[src/rtl/pc_unit.sv]
// ============================================================================
// Module   : pc_unit
// Purpose  : Program counter with jump/branch redirect and a halt-word stop.
//            Optional saturating retire counter: define PC_RETIRE_CNT_EN.
// Revision : 1.0
// ============================================================================
`default_nettype none

module pc_unit #(
    parameter logic [31:0] RESET_PC  = 32'h0000_0000,
    parameter logic [31:0] HALT_WORD = 32'hFFFF_FFFF
) (
    input  logic        clk,
    input  logic        rst_n,
    input  logic        stall,
    input  logic        Jump,
    input  logic        beq,
    input  logic        bne,
    input  logic        zero,
    input  logic [31:0] imm,
    input  logic [25:0] jaddr,
    input  logic [31:0] instr,
    output logic [31:0] pc,
    output logic [31:0] pc_plus4,
    output logic        branch_taken,
    output logic        halted,
    output logic [31:0] retired
);

    localparam logic [29:0] C_RESET_WORD = RESET_PC[31:2];

    typedef enum logic [0:0] {
        RUN  = 1'b0,
        HALT = 1'b1
    } state_t;

    state_t      r_state;
    state_t      w_state_next;
    // Only the word address is stored, so pc[1:0] is structurally zero.
    logic [29:0] r_pc_word;
    logic [29:0] w_pc_word_next;
    logic [31:0] w_pc;
    logic [31:0] w_pc_plus4;
    logic [31:0] w_branch_target;
    logic [31:0] w_jump_target;
    logic        w_cond;
    logic        w_branch_taken;
    logic        w_update;

    assign w_pc            = {r_pc_word, 2'b00};
    assign w_pc_plus4      = w_pc + 32'd4;
    assign w_cond          = (beq & zero) | (bne & ~zero);
    assign w_branch_taken  = w_cond & ~Jump & (r_state == RUN);
    assign w_branch_target = w_pc_plus4 + (imm << 2);
    assign w_jump_target   = {w_pc_plus4[31:28], jaddr, 2'b00};
    assign w_update        = (r_state == RUN) & ~stall & (instr != HALT_WORD);

    always_ff @(posedge clk or negedge rst_n) begin
        if (!rst_n) begin
            r_state   <= RUN;
            r_pc_word <= C_RESET_WORD;
        end else begin
            r_state   <= w_state_next;
            r_pc_word <= w_pc_word_next;
        end
    end

    always_comb begin
        w_state_next   = r_state;
        w_pc_word_next = r_pc_word;
        case (r_state)
            RUN: begin
                if (w_update) begin
                    if (Jump)
                        w_pc_word_next = w_jump_target[31:2];
                    else if (w_branch_taken)
                        w_pc_word_next = w_branch_target[31:2];
                    else
                        w_pc_word_next = w_pc_plus4[31:2];
                end else if (!stall) begin
                    w_state_next = HALT;
                end
            end
            HALT: begin
                w_state_next = HALT;
            end
            default: begin
                w_state_next = RUN;
            end
        endcase
    end

`ifdef PC_RETIRE_CNT_EN
    logic [31:0] r_retired;

    always_ff @(posedge clk or negedge rst_n) begin
        if (!rst_n)
            r_retired <= 32'h0;
        else if (w_update && (r_retired != 32'hFFFF_FFFF))
            r_retired <= r_retired + 32'd1;
    end

    assign retired = r_retired;
`else
    assign retired = 32'h0;
`endif

    assign pc           = w_pc;
    assign pc_plus4     = w_pc_plus4;
    assign branch_taken = w_branch_taken;
    assign halted       = (r_state == HALT);

endmodule

`default_nettype wire

[config.mk]
export PLATFORM = sky130hd
export DESIGN_NAME = pc_unit
export DESIGN_NICKNAME = d
export VERILOG_FILES = /design/src/rtl/pc_unit.sv
export SDC_FILE = /design/constraint.sdc
export NUM_CORES = 1
export LEC_CHECK = 0
export CAP_MARGIN = 20
export CORE_MARGIN = 1.5
export CORE_UTILIZATION = 35
export DETAILED_ROUTE_END_ITERATION = 8
export GPL_ROUTABILITY_DRIVEN = 0
export HOLD_SLACK_MARGIN = 0.05
export PLACE_DENSITY = 0.84
export SYNTH_ARGS = -nofsm -noshare
export SYNTH_HDL_FRONTEND = slang
export SYNTH_SLANG_ARGS = --single-unit
[constraint.sdc]
create_clock -name clk -period 3.75 [get_ports clk]
set_input_delay 1.125 -clock clk [delete_from_list [all_inputs] [get_ports clk]]
set_output_delay 1.125 -clock clk [all_outputs]
set_load 0.01 [all_outputs]
# Word-level counts from Yosys, hierarchy flattened
# Cells that the tools add are included.
classes:
  reduce_logical: 1
  muxes: 5
  n_addsub: 2
  n_bitwise: 11
  n_eq_ne: 1
ops:
  columns: ["cell", "count"]
  rows:
  - ["$mux W30", 2]
  - ["$add A32 B3 Y32 const B", 1]
  - ["$add A32 B32 Y32", 1]
  - ["$ne A32 B32 Y1 const B", 1]
  - ["$and A1 B1 Y1", 6]
  - ["$not A1 Y1", 4]
  - ["$mux W1", 2]
  - ["$pmux W1 S2", 1]
  - ["$reduce_and A2 Y1", 1]
  - ["$or A1 B1 Y1", 1]
totals:
  in_bits: 97
  regBits: 31
  out_inout_bits: 98

# Longest topological paths before layout
depth:
  word_depth: 7
  ltp_mapped: 17

# Worst setup path after synthesis
# Ideal clock, no wire load.
synth_timing:
  path_type: "reg2reg"
  startpoint: "register r_pc_word[0]"
  endpoint: "register r_pc_word[25]"
  stages_incl_launch_ff: 18
  setup_ps: 104
  n_path_buf: 1
  t_arrival_ps: 3781
  period_less_slack_ps: 3885
  slack_ps: -135
  path_cell_list: "dfrtp_1 -> ha_1 -> nand3_1 -> nor4_4 -> nand2_1 -> nor2_1 -> xor2_1 -> ha_1 -> clkbuf_1 -> a21o_1 -> a21o_1 -> a2111oi_0 -> nand3_1 -> a31oi_1 -> xor2_1 -> nand2_1 -> o21ai_0 -> o311ai_1"
synth_via:
  elab_chain_len: 4
synth_lines:
  columns: ["item", "line_no", "text"]
  rows:
  - ["from (decl)", "40", "logic [29:0] r_pc_word;"]
  - ["from (signal assigned)", "64", "r_pc_word <= w_pc_word_next;"]
  - ["$add A32 B3 Y32", "51", "assign w_pc_plus4 = w_pc + 32'd4;"]
  - ["named net pc_plus4[24]", "24", "output logic [31:0] pc_plus4,"]
  - ["$add A32 B32 Y32", "54", "assign w_branch_target = w_pc_plus4 + (imm << 2);"]
  - ["$mux W30", "76", "else if (w_branch_taken)"]
  - ["$mux W30", "74", "if (Jump)"]
# The timed path passes the listed nets, and every way through them passes these cells.
# A chain may end at the register's enable or synchronous reset.

# Worst setup path in the final report
layout_timing:
  startpoint: "register r_pc_word[7]"
  endpoint: "output pc_plus4[26]"
layout_via:
  elab_chain_len: 1
layout_lines:
  columns: ["item", "line_no"]
  rows:
  - ["$add A32 B3 Y32", "51"]
  - ["to (decl)", "24"]
# Every way passes these cells.

==> impl_metrics.py <==
metrics = {
    "routing": {
        "first_pass_iters": 5,
        "wl_um": 15550,
        "postRouteAntennaNets": 0,
        "remaining_drc_errors": 0,
        "vias": 4978,
        "wl_per_cell_um": 17.36,
        "vias_per_cell": 5.556,
        "drt_iter0_drc": 536,
    },
    "timing": {
        "hold_ws_ps": 522.5,
        "fmax_mhz": 271.8,
        "setup_ws_ps": 71.26,
        "slew_headroom_pct": 53.21,
        "slew_violations": 0,
        "rsz0062_at_grt": "yes",
        "period_needed_ps": 3679,
        "skew_ps": 3.898,
        "setup_viol": 0,
        "worst_pin_slew_ps": 700.3,
        "timing.final.crit_share_pct": 98.10,
        "hold_viol_final": 0,
    },
    "setup_path": {
        "path_cells": "and4_4 -> nand3_2 -> nor4_4 -> buf_4 -> buf_4 -> nand3_1 -> xnor2_2 -> clkdlybuf4s50_1",
        "cp-endpoint": "pc_plus4[26]",
        "cp_slowest_cell": "clkdlybuf4s50_1",
        "cp_num_cells": 8,
        "cp.arrival_ps": 2550,
        "start_kind": "flop",
        "cp_num_buf_inv": 3,
        "crit_fanout": 3,
        "timing.critical_path.mode_cell": "buf_4",
        "r2r_end": "r_pc_word[25]",
        "worstReg2RegStart": "r_pc_word[7]",
        "cp.required_ps": 2620,
        "end_kind": "output pin",
        "crit_path_start": "r_pc_word[7]",
        "path_delay_family": "buffers and inverters",
        "r2r_slack_ps": 90,
        "ff2ff_path_depth": 17,
        "crit_type": "reg2out",
        "cpPeakStageDelay_ps": 570,
    },
    "synth": {
        "ys_seq_area_share_pct": 18.89,
        "synth-main-ff-cell": "dfrtp_1",
        "synth_area_leader_cell": "dfrtp_1",
        "synth_area_leaders": "dfrtp_1 (19%), ha_1 (11%), buf_4 (6.8%)",
        "synth_cell_types": 57,
        "synthCells": 535,
        "netlist_area_sq_mm": 0.004108,
        "ys_ff_latch": 31,
        "netlist_top_cells_count": "nand2_1 (47), a21oi_1 (45), buf_4 (37)",
        "synth_edf_count": 0,
        "yosys_warnings": 0,
        "avgSynthCellArea_sq_um": 7.678,
        "synth.most_common_cell": "nand2_1",
        "synthDominantCellAreaShare_pct": 18.89,
        "async_reset_ff_share_pct": 100.0,
    },
    "placed_design": {
        "placed_area_sq_mm": 0.006181,
        "dp_slack_ps": -480.8,
        "post-place-cells": 883,
        "port_buffers": 156,
        "dpl.hpwl_um": 11880,
    },
    "global_routing": {
        "grt_pass1_wl_um": 23960,
        "grt_pass1_vias": 4682,
        "antenna_found_initial": 0,
        "grtUsageTotal_pct": 23.78,
        "overflow": 0,
        "grt_max_degree": 32,
    },
    "hold_path": {
        "hp-class": "reg2reg",
    },
    "power_and_ir_drop": {
        "p_total_mw": 2.825,
        "vdd_drop_max_v": 0.0002011,
        "p_per_area_mw_per_mm2": 428.5,
        "p_leak_nw": 2.885,
    },
    "clock_tree": {
        "clockBufferDepth": 2,
        "cts-root-buf": "clkbuf_16",
        "cts_tree": "yes",
        "numCtsBuffers": 5,
        "htreeDepth": 2,
        "cts_sinks": 31,
        "cts.clk_slew.worst_paths_ps": 50,
        "clk-insertion-delay-late_ps": 280,
    },
    "outcome": {
        "outcome": "finished clean",
    },
    "flow_run": {
        "cap_viol_max_count": 0,
    },
    "die": {
        "dieWidth_um": 111.3,
        "row_count": 39,
        "die_y_um": 111.3,
        "die_area_sq_mm": 0.01240,
        "ios": 195,
        "start_util_pct": 35.97,
        "coreArea_sq_mm": 0.01142,
    },
    "layout": {
        "stdcell_area_sq_mm": 0.006593,
        "fillCellCount": 997,
        "area_delta_synth_final_pct": 60.49,
        "drive_above_1_share_pct": 17.13,
        "final_cells": 896,
        "diodes": 0,
        "nets": 887,
    },
}
[state kept, by name, indices dropped and copies added (netlist names)]
register and flops:
halted 1, r_pc_word 30
[metrics by stage]
stage                     TNS (ps)  util [%]
after floorplan                  0         -
after global placement       -3238     54.13
after detailed placement     -3581     54.13
after CTS                        0     56.03
after global routing        -264.5     57.74
final                            0     57.74
[where the power goes]
part / switching (mW) / total (mW) / internal [mW] / leakage, nW
clock: 0.151 / 0.394 / 0.243 / 0.0640
combinational: 0.943 / 1.91 / 0.967 / 2.46
sequential: 0.110 / 0.521 / 0.411 / 0.364
total: 1.20 / 2.83 / 1.62 / 2.88
[area by class of cell]
type                       instances  area [sq um]  share of cell area [%]
inverter                          18         67.56                   1.025
timing repair buffer             233          2150                   32.61
tap                              143         178.9                   2.714
clock buffer                       7         132.6                   2.012
sequential                        31         780.7                   11.84
multi-input combinational        464          3283                   49.80
[cell families (layout without fill, tap and decap cells)]
logic type / after synthesis / count (layout) / share of synthesized area (%)
simple gates: 178 / 178 / 23.09
flops: 31 / 31 / 18.89
xor+xnor: 51 / 51 / 10.87
mux: 2 / 2 / 0.4874
fa+ha+maj: 37 / 37 / 11.45
buf+inv: 75 / 258 / 10.23
other cells: 1 / 36 / 0.09129
compound gates: 160 / 160 / 24.89
[worst min path at each step]
stage             startpoint             to  slack (ps)  cells past startpoint
4_1_cts        r_pc_word[29]  r_pc_word[29]         540                      1
2_1_floorplan  r_pc_word[29]  r_pc_word[29]         540                      1
5_1_grt        r_pc_word[29]  r_pc_word[29]         570                      1
3_3_place_gp   r_pc_word[29]  r_pc_word[29]         500                      1
6_report       r_pc_word[29]  r_pc_word[29]         520                      1
3_5_place_dp   r_pc_word[13]  r_pc_word[13]         530                      2
[cells in the final DEF (no fill, tap or decap), types with 5 or more instances in the layout]
master           instances
clkdlybuf4s50_1        149
buf_4                   76
nand2_1                 47
a21oi_1                 41
conb_1                  36
ha_1                    35
nor2_1                  31
dfrtp_1                 27
nand3_1                 24
xnor2_1                 21
o21ai_1                 21
inv_1                   18
xor2_1                  18
a221oi_1                16
nand4_1                 15
a21o_1                  14
o21ai_0                 12
and3_1                   9
nor3_1                   9
xnor2_2                  7
o21bai_1                 7
a31oi_1                  6
nand3_2                  5
o22ai_1                  5
a211oi_1                 5
clkbuf_16                5
[layer usage]
metal / vias up / track usage (%) / wire length, um
met4: 0 / 6.245 / 381
met5: - / 0 / 0
li1: 2336 / - / -
met2: 293 / 40.29 / 7430
met1: 2313 / 30.86 / 6286
met3: 36 / 5.008 / 1456
[worst register-to-register path: stages (launching register included)]
cell and delay (ps):
dfrtp_1 360, and4_4 240, nand3_2 100, nor4_4 380, buf_4 180, nand2_1 80
nor2_2 140, xor2_2 210, ha_1 280, a21o_1 170, a21o_1 240, a2111oi_4 300
nand3_2 190, a31oi_4 210, xor2_1 80, nand2_1 60, o21ai_0 80, o311ai_1 270
[what timing repair did]
item                                    CTS  global route
hold buffers                              0             0
setup buffers                             2             4
pin swaps                                 2            20
resized for setup                        16            33
endpoints found under the hold margin     0             0
endpoints found under the setup margin   14            20
(Power assumes the default switching activity.)
==> patch 1: new RTL, same flow settings <==
The option `PC_RETIRE_CNT_EN` is turned on by a define.
--- a/src/rtl/pc_unit.sv
+++ b/src/rtl/pc_unit.sv
@@ -6,4 +6,6 @@
 // ============================================================================
 `default_nettype none
+
+`define PC_RETIRE_CNT_EN
 
 module pc_unit #(
Formal check against the unedited RTL: not equivalent (Yosys sat finds a counterexample within 4 cycles, from zero or initial values and one cycle with rst_n low).
==> patch 1 against the unedited design <==
The run now ends with design-rule violations left; area after synthesis is 28% higher; power up 39%; routed wire length is 19% higher; largest cell class unchanged; combinational power up 12%; sequential cell count is 32 higher; first-iteration DRC count decreased by 20%; setup slack improved by 0.022 ns; global-route usage decreased by 0.97 points; design area grew 29%; hold slack got worse by 0.036 ns.
==> patch 1: results (changes against the unedited design) <==
Drt
  • Post-Route WL: 18500 um (was 15600 um)
  • Metal1 wirelength: 7830 um (was 6290 um)
  • DRC viols: 9 (was 0)

Place
  • HPWL after DPL: 14000 um (was 11900 um)
  • Worst slack, placed: -0.452 ns (was -0.481 ns)
  • Port bufs: 188 (was 156)

Power and ir drop
  • Sw frac: 0.382 (was 0.426)
  • Power share of the clock group: 0.211 (was 0.139)
  • Combinational share of power: 0.547 (was 0.676)
  • Lkg Pwr: 3.67 nW (was 2.88 nW)
  • Worst IR drop on VDD: 0.000286 V (was 0.000201 V)

GRT
  • Pin count of the biggest net entering global routing: 64 (was 32)
  • GR Util met3: 0.0408 (was 0.0501)
  • M1 GR Usage: 0.287 (was 0.309)
  • All-Layer GR Usage: 0.228 (was 0.238)

Critical path
  • CP max stage cell: dfrtp_1 (was clkdlybuf4s50_1)
  • Crit path DAT: 2.53 ns (was 2.55 ns)

Timing
  • Slew HR: 0.435 (was 0.532)
  • Final period utilization: 0.975 (was 0.981)

Outcome
  • Failing checks: design-rule violations
  • Status: complete, but fails checks (was finished, final reports clean)

Logic synthesis
  • Top cells by count, synth: 67 x nand2_1, 63 x dfrtp_1, 54 x xnor2_1 (was 47 x nand2_1, 45 x a21oi_1, 37 x buf_4)
  • Synth unique cells: 68 (was 57)

Final layout
  • Max FFs per register: 32 (was 30)
  • Non-Clock Inverter Count: 17 (was 18)
  • Multi-input gates: 527 (was 464)
  • Filler instances: 1254 (was 997)
  • Footprint of the multi-input gates: 3740 um^2 (was 3280 um^2)

Clocking
  • Clock Latency Late Sink: 0.33 ns (was 0.28 ns)
  • Inserted Clock Buffers: 9 (was 5)
patch 1: cell count changes after synthesis, moves of 8 or more:
| cell | before | now |
|---|---|---|
| o21ai_0 | 13 | 36 |
| nor2_1 | 35 | 44 |
| clkbuf_1 | 20 | 12 |
| o21ai_1 | 22 | 3 |
| nand2_1 | 47 | 67 |
| nand4_1 | 15 | 23 |
| xnor2_1 | 29 | 54 |
| buf_4 | 37 | 5 |
| dfrtp_1 | 31 | 63 |
| nand3_1 | 27 | 38 |
patch 1: metrics by stage:
step           area, um^2  hold WS (ns)   util  power (W)
2_1_floorplan        5300         0.515      -    0.00198
3_3_place_gp         7960         0.473  0.543    0.00294
3_5_place_dp         7960         0.481  0.543    0.00298
4_1_cts              8330         0.493  0.569    0.00384
5_1_grt              8490         0.508  0.579    0.00416
6_report             8490         0.487  0.579    0.00392
patch 1: repair_timing:
action                                  in CTS  in global routing
resized for setup                           24                 29
pin swaps                                    4                 13
buffers inserted                             2                  3
endpoints found under the setup margin      13                 13
patch 1: final timing paths:
kind,from,endpoint,depth (start not counted)
setup / recovery,r_pc_word[3],pc_plus4[23],10
hold reg to reg,retired[9],retired[9],1
setup reg to reg,r_pc_word[3],r_pc_word[29],17
min in group asynchronous,rst_n,retired[21],2
max in group asynchronous,rst_n,r_pc_word[24],2
hold / removal,retired[9],retired[9],1
patch 1: cell families after synthesis:
logic type,Yosys count,synth area share
AO/OA/AOI/OAI,170,0.218
XOR/XNOR,79,0.131
adder cells (fa/ha/maj),38,0.0915
buffers and inverters,41,0.0339
flip-flops,63,0.299
multiplexers,3,0.00569
other,1,0.000711
AND/OR/NAND/NOR,233,0.220
==> patch 2: new RTL, same settings <==
Without the edit above. The parameter `HALT_WORD` goes from 32'hFFFF_FFFF to 32'hBFFFFFFF.
--- a/src/rtl/pc_unit.sv
+++ b/src/rtl/pc_unit.sv
@@ -9,5 +9,5 @@
 module pc_unit #(
     parameter logic [31:0] RESET_PC  = 32'h0000_0000,
-    parameter logic [31:0] HALT_WORD = 32'hFFFF_FFFF
+    parameter logic [31:0] HALT_WORD = 32'hBFFFFFFF
 ) (
     input  logic        clk,
Check against the original RTL: not equivalent (Yosys sat finds a counterexample within 4 cycles, from zero or initial values and one cycle with rst_n low).
==> patch 2 against the unedited design <==
Largest cell class unchanged; design area decreased by 1.1%; utilization is 1.6 points higher; clock skew up 0.0012 ns; setup slack worse by 0.075 ns; area after synthesis shrank 2.8%; hold slack improved by 0.035 ns; count of clock-buffer cells in the layout shrank 1; power rose by 0.33%; maximum frequency decreased by 2.0%; clock power up 3%; sequential cell count unchanged; first-iteration DRC count is 37% lower; sequential share of layout area is 0.079 points higher; the run now ends with negative setup slack left; routed wire length decreased by 3.3%.
==> patch 2: results (changes against the unedited design) <==
Place
  • DP Cell Count: 858 (was 883)

Drt
  • 1st-iter DRT viols: 338 (was 536)
  • Post-Route WL: 15000 um (was 15600 um)
  • Routed len/inst: 17.2 um (was 17.4 um)
  • Vias: 4842 (was 4978)

Critical path
  • CP endpoint: pc_plus4[19] (was pc_plus4[26])
  • Largest fanout on the critical path: 4 (was 3)
  • CP peak stage delay: 0.54 ns (was 0.57 ns)
  • RR Endpoint: r_pc_word[29] (was r_pc_word[25])
  • Reg-to-reg setup timing slack: 0.07 ns (was 0.09 ns)

GRT
  • All-Layer GR Usage: 0.237 (was 0.238)
  • First-pass GRT wire length: 22400 um (was 24000 um)

Power and ir drop
  • Lkg Pwr: 2.85 nW (was 2.88 nW)
  • Worst IR drop on VDD: 0.000253 V (was 0.000201 V)
  • Net Sw Power: 0.00118 W (was 0.00120 W)

Timing
  • Clk_skew: 0.00510 ns (was 0.00390 ns)
  • Slew HR: 0.649 (was 0.532)
  • Final WS setup: -0.00337 ns (was 0.0713 ns)
  • Final setup viols: 1 (was 0)

Outcome
  • Failing checks: negative setup slack
  • Status: complete, but fails checks (was finished, final reports clean)

Final layout
  • Nets: 866 (was 887)
  • Share of cells above drive strength 1: 0.188 (was 0.171)
  • Footprint of the multi-input gates: 3220 um^2 (was 3280 um^2)

Logic synthesis
  • Dominant cells by area after synthesis: dfrtp_1 19%, ha_1 11%, xnor2_1 7.0%, buf_4 6.8%, nor2_1 4.4% (was dfrtp_1 19%, ha_1 11%, buf_4 6.8%, xnor2_1 6.2%, a21oi_1 5.5%)
[patch 2: timing repair]
action	in CTS	in global routing
gates resized for setup	24	32
setup buffers	3	4
hold endpoints to repair	0	0
setup endpoints to repair	24	18
pin swaps	11	19
[patch 2: power groups by stage]
stage	clock network (W)	registers [W]	logic, W
global route	0.000418	0.000518	0.00207
detailed placement	0	0.000500	0.00179
CTS	0.000403	0.000499	0.00182
finish	0.000406	0.000505	0.00192
floorplan	0	0.000542	0.000932
global placement	0	0.000494	0.00174
[patch 2: layout make-up]
class,count,area share
Clock inverter,2,0.00192
Sequential cell,31,0.119
Multi-Input combinational cell,447,0.494
Tap cell,140,0.0269
Clock buffer,6,0.0198
Inverter,10,0.00576
Timing Repair Buffer,237,0.333
[patch 2: worst reg2reg max path: cells and delay by family, from the launching register on]
kind / cells / cell delay [ns]
simple gates: 7 / 1.55
flops: 1 / 0.36
compound gates: 4 / 0.71
mux: 1 / 0.30
xor+xnor: 1 / 0.16
fa+ha+maj: 1 / 0.20
buf+inv: 2 / 0.33
[patch 2: layer usage]
layer	global-route usage	routed length [um]
met1	0.290	6050
met3	0.0338	1160
met5	0.0268	0
met2	0.419	7560
met4	0.0835	276
[patch 2: cell families after synthesis]
| family | synth area share |
|---|---|
| and+or+nand+nor | 0.228 |
| AOI/OAI and AO/OA | 0.240 |
| xor gates and xnor gates | 0.112 |
| adders and majority gates | 0.118 |
| buffers and inverters | 0.0940 |
| DFF | 0.194 |
| other | 0.000939 |
| muxes | 0.0128 |
[patch 2: how the worst min path moves through the flow]
stage / from / end / cells after the start
4_1_cts: halted / halted / 2
2_1_floorplan: r_pc_word[4] / r_pc_word[4] / 2
6_report: halted / halted / 2
3_5_place_dp: r_pc_word[19] / r_pc_word[19] / 2
3_3_place_gp: r_pc_word[25] / r_pc_word[25] / 2
5_1_grt: halted / halted / 2
[patch 2: metrics by stage]
stage | setup TNS [ns] | setup WS [ns]
2_1_floorplan | 0 | 0.00104
4_1_cts | -0.00193 | -0.00193
5_1_grt | -0.548 | -0.122
6_report | -0.00337 | -0.00337
3_5_place_dp | -5.19 | -0.582
3_3_place_gp | -3.91 | -0.498
